`config.mk`:
```
export PLATFORM = sky130hd
export DESIGN_NAME = rvfifo_w6
export DESIGN_NICKNAME = d
export VERILOG_FILES = /design/src/rtl/rvfifo_pkg.sv /design/src/rtl/rvfifo_ptr.sv /design/src/rtl/rvfifo_w6.sv
export SDC_FILE = /design/constraint.sdc
export NUM_CORES = 1
export LEC_CHECK = 0
export CORE_MARGIN = 2
export CORE_UTILIZATION = 47
export DETAILED_ROUTE_END_ITERATION = 16
export PLACE_DENSITY_LB_ADDON = 0.08
export SLEW_MARGIN = 15
export SYNTH_ARGS = -nofsm -noshare
export SYNTH_HDL_FRONTEND = slang
export SYNTH_SLANG_ARGS = --single-unit
```
`constraint.sdc`:
```
create_clock -name clk -period 1.84 [get_ports clk]
set_input_delay 0.184 -clock clk [delete_from_list [all_inputs] [get_ports clk]]
set_output_delay 0.184 -clock clk [all_outputs]
set_load 0.02 [all_outputs]
```
`src/rtl/rvfifo_pkg.sv`:
```
// Shared defaults and pointer sizing helpers for the rvfifo family.
package rvfifo_pkg;

  localparam int RVFIFO_DEPTH_DEF = 4;
  localparam int RVFIFO_WIDTH_DEF = 6;

  // Pointer width for a power-of-two depth; depth 2 still needs one bit.
  function automatic int ptr_w(input int depth);
    return (depth <= 2) ? 1 : $clog2(depth);
  endfunction

  typedef logic [ptr_w(RVFIFO_DEPTH_DEF)-1:0] ptr_t;

endpackage

```
`src/rtl/rvfifo_ptr.sv`:
```
// Circular pointer: advances by one on inc and wraps from DEPTH-1 back to 0.
module rvfifo_ptr
  import rvfifo_pkg::*;
#(
  parameter int DEPTH = RVFIFO_DEPTH_DEF,
  parameter int PW    = ptr_w(DEPTH)
) (
  input  logic          clk,
  input  logic          rst,
  input  logic          inc,
  output logic [PW-1:0] ptr
);

  localparam logic [PW-1:0] LAST = PW'(DEPTH - 1);

  always_ff @(posedge clk or posedge rst) begin
    if (rst) begin
      ptr <= '0;
    end else if (inc) begin
      if (ptr == LAST) ptr <= '0;
      else             ptr <= ptr + 1'b1;
    end
  end

endmodule

```
`src/rtl/rvfifo_w6.sv`:
```
// Flop-based first-word fall-through FIFO with registered empty/full.
// Optional sticky overflow/underflow flags are built when RVFIFO_W6_ERR_EN is defined.
module rvfifo_w6
  import rvfifo_pkg::*;
#(
  parameter int WIDTH = RVFIFO_WIDTH_DEF,
  parameter int DEPTH = RVFIFO_DEPTH_DEF
) (
  input  logic                     clk,
  input  logic                     rst,
  input  logic                     push,
  input  logic [WIDTH-1:0]         din,
  input  logic                     pop,
  output logic [WIDTH-1:0]         dout,
  output logic                     empty,
  output logic                     full,
  output logic [$clog2(DEPTH):0]   count,
  output logic                     err_ovf,
  output logic                     err_unf
);

  localparam int PW = ptr_w(DEPTH);
  localparam int CW = $clog2(DEPTH) + 1;
  localparam logic [CW-1:0] FULL_CNT = CW'(DEPTH);

  // Handshake: a push is taken only when not full and a pop only when not
  // empty; a refused request has no effect beyond the optional error flags.
  logic          push_ok;
  logic          pop_ok;
  logic [PW-1:0] wr_ptr;
  logic [PW-1:0] rd_ptr;
  logic [WIDTH-1:0] mem [DEPTH];

  assign empty   = (count == '0);
  assign full    = (count == FULL_CNT);
  assign push_ok = push & ~full;
  assign pop_ok  = pop & ~empty;
  assign dout    = mem[rd_ptr];

  rvfifo_ptr #(.DEPTH(DEPTH), .PW(PW)) u_wr_ptr (
    .clk (clk),
    .rst (rst),
    .inc (push_ok),
    .ptr (wr_ptr)
  );

  rvfifo_ptr #(.DEPTH(DEPTH), .PW(PW)) u_rd_ptr (
    .clk (clk),
    .rst (rst),
    .inc (pop_ok),
    .ptr (rd_ptr)
  );

  always_ff @(posedge clk or posedge rst) begin
    if (rst) begin
      for (int i = 0; i < DEPTH; i++) mem[i] <= '0;
    end else if (push_ok) begin
      mem[wr_ptr] <= din;
    end
  end

  always_ff @(posedge clk or posedge rst) begin
    if (rst) count <= '0;
    else     count <= count + CW'(push_ok) - CW'(pop_ok);
  end

`ifdef RVFIFO_W6_ERR_EN
  always_ff @(posedge clk or posedge rst) begin
    if (rst) begin
      err_ovf <= 1'b0;
      err_unf <= 1'b0;
    end else begin
      if (push && full) err_ovf <= 1'b1;
      if (pop && empty) err_unf <= 1'b1;
    end
  end
`else
  assign err_ovf = 1'b0;
  assign err_unf = 1'b0;
`endif

endmodule
```
==> summary.md <==
| Metric | Value |
|---|---|
| Slack of the critical path | `-0.174 ns` |
| Final setup viols | `2` |
| CP Class | `register to register` |
| Drt pass-1 iters | `3` |
| Max-Cap Viols | `0` |
| Pwr Total | `3.74 mW` |
| Final cell area excluding filler cells | `1990 µm²` |
| Die Wd | `60.1 µm` |
| Drt initial violations | `20` |
| Flops & latches, synth | `31` |
| Slowest CP cell | `dfrtp_2` |
| CP endpoint kind | `register` |
| DRC | `0` |
| P_sw | `1.26 mW` |
| CTS buffer count | `5` |
| Yosys cell types | `15` |
| Lkg Pwr | `about 0.9 nW` |
| CP required | `2.06 ns` |
| Final period utilization | `1.09` |
| Fin util | `0.658` |
| Sw frac | `0.336` |
| Gate power share | `0.512` |
| Hold-fix buffers, CTS | `0` |
| Clock Skew | `0.0112 ns` |
| CTS sink cnt | `31` |
| CTS Buffer Depth | `2` |
| Clock power share | `0.146` |
| Fmax achieved | `496 MHz` |
| Endpoints failing hold | `0` |
| Worst Path Max Fanout | `3` |
| Die H | `60.1 µm` |
| Post-Place Setup Slack | `-0.193 ns` |
| Synthesized area | `1480 µm²` |
| Minimum clock period | `just over 2 ns` |
| Ports | `23` |
| CTS root buf | `clkbuf_4` |
| Row count | `20` |
| Crit path cell chain | `nor3_4 -> nand2b_4 -> inv_2 -> ha_4 -> inv_2 -> ha_4 -> fa_2 -> xnor2_2 -> xnor2_1` |
| GR Overflow Total | `0` |
| Die area | `3610 µm²` |
| Arrival time at the worst endpoint | `about 2.2 ns` |
| Worst path max stage delay | `~0.46 ns` |
| Worst-Skew Late Latency | `about 0.33 ns` |
| HP Class | `primary input to asynchronous set/reset pin` |
| Syn_area_per_cell | `14.7 µm²` |
| Status | `complete, but fails checks` |
| Ys Warns | `0` |
| HPWL Detailed | `1900 µm` |
| Nature of the critical path startpoint | `register` |
| Drt via density | `slightly below 5` |
| DP Area | `1870 µm²` |
| Avg WL per Cell | `about 14 µm` |
| Share of cells above drive strength 1 | `0.548` |
| GP Congestion | `0.675` |
| Failing checks | `setup timing` |
| Largest net degree at the start of global routing | `32` |
| WL final | `2610 µm` |
| # fillers | `239` |
| Max-slew violations | `0` |
| Detail Route Antenna Nets | `0` |
| RSZ-0062 raised after global routing | `true` |
| Clock transition at path regs | `approximately 0.10 ns` |
| Internal power | `2.48 mW` |
| Seq/Total Area, Yosys | `0.524` |
| CTS tree | `built` |
| # diodes | `0` |
| Cells after synthesis | `101` |
| IO Port Bufs | `20` |
| P per Cell Area | `1880 nW/µm²` |
| First-pass GRT wire length | `4330 µm` |
| Via count | `926` |
| Setup Total Neg Slack | `-0.201 ns` |
| Total Routing Usage GR | `0.178` |
| VDD IR-drop max | `0.968 mV` |
| Nets | `163` |
| Core Area | `3030 µm²` |
| H-tree Lvls | `2` |
| Area growth syn-to-layout | `34.6%` |
| Flop pwr share | `0.342` |
| Initial antenna violation count | `0` |
| Starting density of the core | `0.489` |
| Vias in the first global route | `957` |
==> layout by cell type (no fill, tap or decap), types with 2 or more instances in the layout <==
| master | synthesis | final |
|---|---|---|
| dfrtp_2 | 0 | 4 |
| nand2b_4 | 0 | 2 |
| buf_2 | 2 | 3 |
| clkdlybuf4s50_1 | 0 | 12 |
| ha_1 | 7 | 5 |
| nand2_1 | 4 | 4 |
| mux4_2 | 6 | 6 |
| conb_1 | 1 | 2 |
| dlygate4sd2_1 | 0 | 4 |
| inv_1 | 7 | 5 |
| mux2_2 | 28 | 28 |
| inv_2 | 0 | 2 |
| ha_4 | 0 | 2 |
| nor2_1 | 6 | 6 |
| buf_4 | 2 | 20 |
| dfrtp_1 | 31 | 27 |
| clkbuf_4 | 0 | 5 |
==> power by group through the flow <==
stage | logic, mW | registers, mW | clock network, mW
2_1_floorplan | 1.24 | 1.28 | 0
3_3_place_gp | 1.89 | 1.30 | 0
3_5_place_dp | 1.93 | 1.32 | 0
4_1_cts | 1.96 | 1.29 | 0.571
5_1_grt | 2.09 | 1.33 | 0.593
6_report | 1.92 | 1.28 | 0.547
==> logic make-up after synthesis <==
logic type	Yosys count	share of synthesized area
other	1	0.00253
adder cells (fa/ha/maj)	8	0.0727
XOR/XNOR	2	0.0118
flip-flops	31	0.524
AND/OR/NAND/NOR	14	0.0499
buffers and inverters	11	0.0347
multiplexers	34	0.304
==> path summary, 6_finish.rpt <==
path	from	to	slack, ns	depth (start not counted)
max	count[0]	count[2]	-0.17	9
min	rst	u_rd_ptr.ptr[1]	0.23	3
max reg2reg	count[0]	count[2]	-0.17	9
min reg2reg	mem[15]	mem[15]	0.51	1
max in group asynchronous	rst	count[1]	1.30	3
min in group clk	mem[15]	mem[15]	0.51	1
==> area by class of cell <==
type | instances | area, µm² | share of cell area
clock buffer | 6 | 51.3 | 0.0258
clock inverter | 2 | 35.0 | 0.0176
inverter | 7 | 26.3 | 0.0132
multi-input combinational | 60 | 718 | 0.361
sequential | 31 | 781 | 0.392
tap | 44 | 55.1 | 0.0276
timing repair buffer | 40 | 325 | 0.163
==> state kept, by name (all words and copies together) (netlist names) <==
signal	count
count	3
mem	24
u_rd_ptr.ptr	2
u_wr_ptr.ptr	2
==> layer usage <==
layer | routed length, µm | vias up | global-route usage | share of wire
li1 | - | 434 | - | -
met1 | 1130 | 469 | 0.215 | 0.43
met2 | 1310 | 18 | 0.280 | 0.50
met3 | 113 | 5 | 0.0649 | 0.043
met4 | 55 | 0 | 0.0857 | 0.021
met5 | 0 | - | 0 | 0
==> worst max-delay path: cells and delay by family, from the launching register on <==
family / cells / cell delay (ns)
XOR/XNOR: 2 / 0.26
adder cells (fa/ha/maj): 3 / 0.73
buffers and inverters: 2 / 0.08
flip-flops: 1 / 0.46
AND/OR/NAND/NOR: 2 / 0.37
==> synth_stat cells (all sizes together) <==
cell type / number / share of area
dfrtp: 31 / 0.52
mux2: 28 / 0.21
ha: 7 / 0.059
inv: 7 / 0.018
mux4: 6 / 0.091
nor2: 6 / 0.015
buf: 4 / 0.017
nand2: 4 / 0.010
nand2b: 2 / 0.0085
xnor2: 2 / 0.012
conb: 1 / 0.0025
fa: 1 / 0.014
nor3: 1 / 0.0034
nor3b: 1 / 0.013
==> metrics by stage <==
stage | hold WS (ns) | cells
after global placement | 0.484 | 175
after global routing | 0.258 | 190
final | 0.232 | 190
after detailed placement | 0.491 | 175
after floorplan | 0.287 | 102
after CTS | 0.229 | 187
==> timing repair <==
action                                  CTS  global route
endpoints found under the hold margin     0             0
endpoints found under the setup margin   10             7
setup buffers                             4             3
pin swaps                                 1             1
resized for setup                        16             5
Power figures use the tool's default switching activity.
